==> config.mk <==
export PLATFORM = sky130hd
export DESIGN_NAME = mem_arbiter
export DESIGN_NICKNAME = d
export VERILOG_FILES = /design/src/rtl/cpu_types_pkg.sv /design/src/rtl/starve_counter.sv /design/src/rtl/mem_arbiter.sv
export SDC_FILE = /design/constraint.sdc
export NUM_CORES = 1
export LEC_CHECK = 0
export BUFFER_PORTS_ARGS = -buffer_cell sky130_fd_sc_hd__buf_2
export CAP_MARGIN = 20
export CORE_AREA = 2 2 104 106
export DETAILED_ROUTE_END_ITERATION = 6
export DIE_AREA = 0 0 106 108
export GPL_TIMING_DRIVEN = 0
export PLACE_DENSITY_LB_ADDON = 0.1
export SYNTH_ARGS = -nofsm -noshare
export SYNTH_HDL_FRONTEND = slang
export SYNTH_SLANG_ARGS = --single-unit
==> constraint.sdc <==
create_clock -name CLK -period 2.05 [get_ports CLK]
set_input_delay 0.1025 -clock CLK [delete_from_list [all_inputs] [get_ports CLK]]
set_output_delay 0.1025 -clock CLK [all_outputs]
set_load 0.01 [all_outputs]
==> src/rtl/cpu_types_pkg.sv <==
// Shared CPU-side types: word type, RAM status encoding and memory arbiter states.
package cpu_types_pkg;

    localparam int unsigned WORD_W = 32;

    typedef logic [WORD_W-1:0] word_t;

    typedef enum logic [1:0] {
        FREE   = 2'd0,
        BUSY   = 2'd1,
        ACCESS = 2'd2,
        ERROR  = 2'd3
    } ramstate_t;

    typedef enum logic [1:0] {
        IDLE   = 2'd0,
        IGRANT = 2'd1,
        DGRANT = 2'd2
    } arb_state_t;

endpackage

==> src/rtl/starve_counter.sv <==
// Counts consecutive data completions while an instruction fetch is waiting;
// saturates at LIMIT so the arbiter can force an instruction grant.
module starve_counter #(
    parameter int unsigned LIMIT = 4
) (
    input  logic CLK,
    input  logic nRST,
    input  logic inc,
    input  logic clr,
    output logic at_limit_c
);

    // A limit of zero still needs a one-bit register; it simply never moves.
    localparam int unsigned CNT_W = (LIMIT > 0) ? $clog2(LIMIT + 1) : 1;
    localparam logic [CNT_W-1:0] CNT_MAX = CNT_W'(LIMIT);

    logic [CNT_W-1:0] cnt_q;
    logic [CNT_W-1:0] cnt_d;

    always_comb begin
        cnt_d = cnt_q;
        if (clr) begin
            cnt_d = '0;
        end else if (inc && (cnt_q != CNT_MAX)) begin
            cnt_d = cnt_q + CNT_W'(1);
        end
    end

    always_ff @(posedge CLK or negedge nRST) begin
        if (!nRST) begin
            cnt_q <= '0;
        end else begin
            cnt_q <= cnt_d;
        end
    end

    assign at_limit_c = (LIMIT != 0) && (cnt_q == CNT_MAX);

endmodule

==> src/rtl/mem_arbiter.sv <==
// Arbitrates the single RAM port between icache and dcache; data has priority
// unless the instruction side has been starved for STARVE_LIMIT data grants.
module mem_arbiter
    import cpu_types_pkg::*;
#(
    parameter int unsigned STARVE_LIMIT = 4
) (
    input  logic        CLK,
    input  logic        nRST,
    input  logic        iREN,
    input  logic [31:0] iaddr,
    output logic        iwait,
    output logic [31:0] iload,
    input  logic        dREN,
    input  logic        dWEN,
    input  logic [31:0] daddr,
    input  logic [31:0] dstore,
    output logic        dwait,
    output logic [31:0] dload,
    output logic        ramREN,
    output logic        ramWEN,
    output logic [31:0] ramaddr,
    output logic [31:0] ramstore,
    input  logic [31:0] ramload,
    input  logic [1:0]  ramstate
);

    arb_state_t state_q;
    arb_state_t state_d;

    logic d_req_c;
    logic starved_c;
    logic i_done_c;
    logic d_done_c;
    logic cnt_clr_c;

    assign d_req_c = dREN | dWEN;

    // RAM-side outputs follow the owner combinationally so aborts and resets
    // take the strobes away in the same cycle.
    always_comb begin
        state_d  = state_q;
        iwait    = 1'b1;
        dwait    = 1'b1;
        ramREN   = 1'b0;
        ramWEN   = 1'b0;
        ramaddr  = '0;
        ramstore = '0;
        i_done_c = 1'b0;
        d_done_c = 1'b0;
        case (state_q)
            IDLE: begin
                if (d_req_c && !(iREN && starved_c)) begin
                    state_d = DGRANT;
                end else if (iREN) begin
                    state_d = IGRANT;
                end
            end
            IGRANT: begin
                ramREN  = iREN;
                ramaddr = iaddr;
                if (!iREN) begin
                    state_d = IDLE;
                end else if (ramstate == ACCESS) begin
                    iwait    = 1'b0;
                    i_done_c = 1'b1;
                    state_d  = IDLE;
                end
            end
            DGRANT: begin
                ramWEN   = dWEN;
                ramREN   = dREN & ~dWEN;
                ramaddr  = daddr;
                ramstore = dstore;
                if (!d_req_c) begin
                    state_d = IDLE;
                end else if (ramstate == ACCESS) begin
                    dwait    = 1'b0;
                    d_done_c = 1'b1;
                    state_d  = IDLE;
                end
            end
            default: begin
                state_d = IDLE;
            end
        endcase
    end

    always_ff @(posedge CLK or negedge nRST) begin
        if (!nRST) begin
            state_q <= IDLE;
        end else begin
            state_q <= state_d;
        end
    end

    assign iload = iwait ? '0 : ramload;
    assign dload = dwait ? '0 : ramload;

    assign cnt_clr_c = i_done_c | ((state_q == IDLE) & ~iREN);

    starve_counter #(
        .LIMIT(STARVE_LIMIT)
    ) u_starve_counter (
        .CLK       (CLK),
        .nRST      (nRST),
        .inc       (d_done_c & iREN),
        .clr       (cnt_clr_c),
        .at_limit_c(starved_c)
    );

endmodule

[Word level (Yosys, flattened, before mapping)]
Index checks and enable logic that the tools add are counted.
Storage, ports and cells
  bits in registers: 5
  input port bits: 135
  output and inout bits: 132
Operators by class
  add/subtract/negate cells: 1
  equality and inequality tests: 6
  mux-type cells: 24
  bitwise gates (word level): 7
  reduce and logical (&&, ||, !) cells: 6
Operators by type and width (count)
  32-bit 2-to-1 mux: 3
  32-bit case mux with 2 select lines: 1
  1-bit 2-to-1 mux: 11
  2-bit 2-to-1 mux: 5
  3-bit 2-to-1 mux: 2
  3-bit != test, second input constant: 2
  2-bit case mux with 3 select lines: 1
  2-bit equality test, second input constant: 2
  3-bit by 1-bit adder with 3-bit output, second input constant: 1
  1-bit AND: 3
  3-bit equality test, second input constant: 1
  1-bit logical AND: 3
  2-bit by 1-bit equality test with 1-bit output, second input constant: 1
  2-bit logical NOT: 1
  1-bit NOT: 2
  1-bit OR: 2
  1-bit case mux with 2 select lines: 1
  2-bit nonzero test: 1
  1-bit logical NOT: 1

[Depth between registers and ports, before layout]
  depth in word-level cells: 8
  depth in mapped cells: 8
  depth with buffers taken out: 7

[Cells and area by module]
Synthesis repeated with hierarchy kept, for this count alone.
Second synthesis, totals
  cell total of the unflattened synthesis: 243
  area, all modules: 1701.6 um2
By module, submodules not included
  mem_arbiter: times used 1, cells each 225, area an instance 1508.9 um2
  starve_counter: times used 1, cells each 18, area an instance 192.7 um2

[Worst setup path before layout]
No wires, ideal clock.
  kind: reg-to-output
  from: reg state_q[0]
  to: out ramREN
  arrival: 1.433 ns
  required time: 1.947 ns
  path slack: 0.515 ns
  cell stages (with the launch flop): 7
  buffers on the path: 2
  path through: dfrtp_1 > inv_1 > ha_1 > buf_2 > buf_2 > nand3b_1 > a21boi_0
Between the ends
  longest elaborated chain between the ends: 2
  elaborated cells on any way between the ends: 3
  those cells by class: 2 x eq/ne; 1 x mux
RTL lines
  start: declaration: line mem_arbiter.sv:28  | arb_state_t state_q;
  start signal: assignment: line mem_arbiter.sv:93  | state_q <= state_d;
  2-bit equality test or 2-bit by 1-bit equality test with 1-bit output (tied branches): line mem_arbiter.sv:51  | case (state_q)
  1-bit case mux with 2 select lines (*): line mem_arbiter.sv:51
  end: declaration: line mem_arbiter.sv:20  | output logic ramREN,
Mark *: on every way between the ends. The rest lies on a longest branch, timed or not.

[Worst setup path in the final report]
  from: reg state_q[1]
  to: out iload[6]
Between the ends
  longest elaborated chain between the ends: 3
RTL lines
  2-bit by 1-bit equality test with 1-bit output: line mem_arbiter.sv:51
  1-bit 2-to-1 mux: line mem_arbiter.sv:51
  32-bit 2-to-1 mux: line mem_arbiter.sv:97  | assign iload = iwait ? '0 : ramload;
  end: declaration: line mem_arbiter.sv:13  | output logic [31:0] iload,
Every way passes these cells.

==> metrics.cfg <==
[run_status]
status = completed

[routing]
drc = 0
dr.pass1.iters = 4
viasPerCell = 4.13
drt-total-wl_um = 8270
num_vias = 2653
wire_per_inst_um = 12.9
drtIter0Drc = 153
route.antenna.remaining_nets = 0

[finish]
synthToLayoutAreaGrowth_pct = 104
fin_nets = 649
diodes = 0
fillCellCount = 1116
layout_commonest_cell = buf_2
final_cell_mix = buf_2 (267), and2_1 (98), nor2b_1 (33), a22oi_1 (32), inv_1 (8)
finalNonFillerCells = 643
layout-drive-gt1-share_pct = 57.2

[synthesis]
seq_area_frac_synth_pct = 7.97
ys_warn_count = 0
synth_area_sq_mm = 0.00157
synth_seq_cells = 5
synth_nets = 374
synth.avg_cell_area_sq_um = 6.74
ys_types = 29
synth_cells = 233

[power_and_ir_drop]
combPwrFrac_pct = 85.8
finalPower_uw = 2320
power_density_mw_per_mm2 = 723
switchingPower_uw = 1150
seq_power_share_pct = 6.3
power_frac_clock_pct = 7.8
swShare_pct = 49.4
p_int_uw = 1170
peakVddDrop_v = 0.000274
p_leak_uw = 0.00191

[worst_hold_path]
hold_path.class = in2async

[sta]
setup_violations = 0
fmax_mhz = 522
worstMarginPinSlew_ns = 0.454
rsz0062_at_grt = yes
period_minus_slack_ns = 1.92
finClkSkew_ns = 0.000272
maxSlewViolCount = 0
hold_viol = 0
slew_headroom_pct = 69.4
period_share_pct = 93.5

[setup_path]
rrSetupSlack_ns = 0.19
worstSetupPathType = reg2out
required_ns = 1.95
cp.arrival_ns = 1.81
worstPathMaxFanout = 10
critPathCaptureType = output pin
crit_path_start_kind = register
reg2reg_depth = 10

[clock_tree]
cts_made_buffers = 3
cts_tree = built
htreeDepth = 1
clockBufferDepth = 2
path_clk_slew_ns = 0.04
worstSkewPairLatency_ns = 0.22
clockRootBuffer = clkbuf_8
cts_sinks = 5

[floorplanning]
io_pins = 267
die_h_um = 108
die_area_sq_mm = 0.0114
start_util_pct = 15.3
rows = 37
core-area_sq_mm = 0.0102
die_w_um = 106

[global_route]
grt_pass1_wl_um = 12000
antenna_found_initial = 0
gr-total-overflow = 0
grt_pass1_vias = 2400
grt_start_max_net_pins = 11
grt_usage_pct = 12.8

[job]
cap_viol_max_count = 0

[place]
hpwl_um = 7150
place_congestion = 0.708
port_buffers = 266
dpl.cell_count = 635

-- final cells by class --
cell class | count | area (sq um) | area share (%)
plain buffers | 20 | 121 | 3.78
clock buffers | 4 | 45.0 | 1.40
inverters | 8 | 30.0 | 0.936
multi-input cells | 200 | 1350 | 42.2
flip-flops and latches | 5 | 125 | 3.90
well taps | 136 | 170 | 5.30
repair buffers | 270 | 1360 | 42.5
-- state kept, by name (all words and copies together) (netlist names) --
| name | cells |
|---|---|
| state_q | 2 |
| u_starve_counter.cnt_q | 3 |
-- worst paths after layout --
| path | startpoint | end |
|---|---|---|
| min in group CLK | iREN | state_q[0] |
| worst max register to register | state_q[1] | u_starve_counter.cnt_q[2] |
| worst min-delay path | nRST | u_starve_counter.cnt_q[1] |
| worst min register to register | u_starve_counter.cnt_q[1] | u_starve_counter.cnt_q[1] |
| max in group asynchronous | nRST | u_starve_counter.cnt_q[0] |
| worst max-delay path | state_q[1] | iload[6] |
-- cells by family after synthesis --
family                   after synthesis  share of synthesized area, %
AND/OR/NAND/NOR                      149                          59.2
buffers and inverters                 28                          6.93
adder cells (fa/ha/maj)                6                          4.78
AO/OA/AOI/OAI                         45                          21.1
flip-flops                             5                          7.97
-- per-stage QoR --
| step | utilization, % | area (sq um) | setup TNS (ns) | hold slack [ns] | setup WS (ns) |
|---|---|---|---|---|---|
| final | 31.4 | 3210 | 0 | 0.232 | 0.133 |
| after global routing | 31.4 | 3210 | -0.150 | 0.253 | -0.0507 |
| after CTS | 30.9 | 3160 | -0.00507 | 0.240 | -0.00507 |
| after detailed placement | 30.0 | 3070 | -0.622 | -0.0678 | -0.0490 |
| after global placement | 30.0 | 3070 | 0 | -0.0720 | 0.0121 |
| after floorplan | - | 1570 | 0 | -0.193 | 0.515 |
-- power groups by stage --
stage,Sequential [uW],Combinational (uW),Clock [uW]
floorplan,139,1150,0
global placement,147,1970,0
detailed placement,147,1980,0
CTS,146,2010,188
global route,151,2220,192
finish,147,1990,182
-- cell usage after synthesis, drive strengths merged --
library cell	instances	area share (%)
and2	99	39
nor2b	33	13
a22oi	32	15
clkbuf	17	4.1
inv	8	1.9
ha	6	4.8
dfrtp	5	8.0
buf	3	0.96
nand2	3	0.72
nand3b	3	1.4
nor2	3	0.72
o2111ai	3	1.7
a21oi	2	0.64
o21ai	2	0.64
o31ai	2	0.96
a2111oi	1	0.56
a21boi	1	0.48
a31oi	1	0.40
and3b	1	0.56
and4	1	0.56
nand2b	1	0.40
nand3	1	0.32
nand4b	1	0.56
nor3	1	0.32
nor4b	1	0.56
o21a	1	0.48
or4	1	0.48
-- critical path, stage by stage (launching register included) --
cell and delay [ns]:
dfrtp_1 0.43, inv_1 0.10, ha_1 0.13, buf_2 0.18
nand2_1 0.13, nor2_4 0.15, clkbuf_4 0.21, and2_1 0.14
buf_2 0.13
-- routing by layer --
| metal | up-vias | part of all wire, % | global-route usage (%) |
|---|---|---|---|
| li1 | 1331 | - | - |
| met1 | 1165 | 38 | 13.8 |
| met2 | 155 | 52 | 25.7 |
| met3 | 2 | 9.5 | 3.68 |
| met4 | 0 | 0.33 | 1.13 |
| met5 | - | 0 | 0 |
-- what timing repair did --
item / CTS / global route
pin swaps: 1 / 2
hold endpoints to repair: 5 / 0
endpoints found under the setup margin: 70 / 86
setup buffers: 0 / 3
gates resized for setup: 17 / 23
hold buffers: 1 / 0
Power figures use the tool's default switching activity.
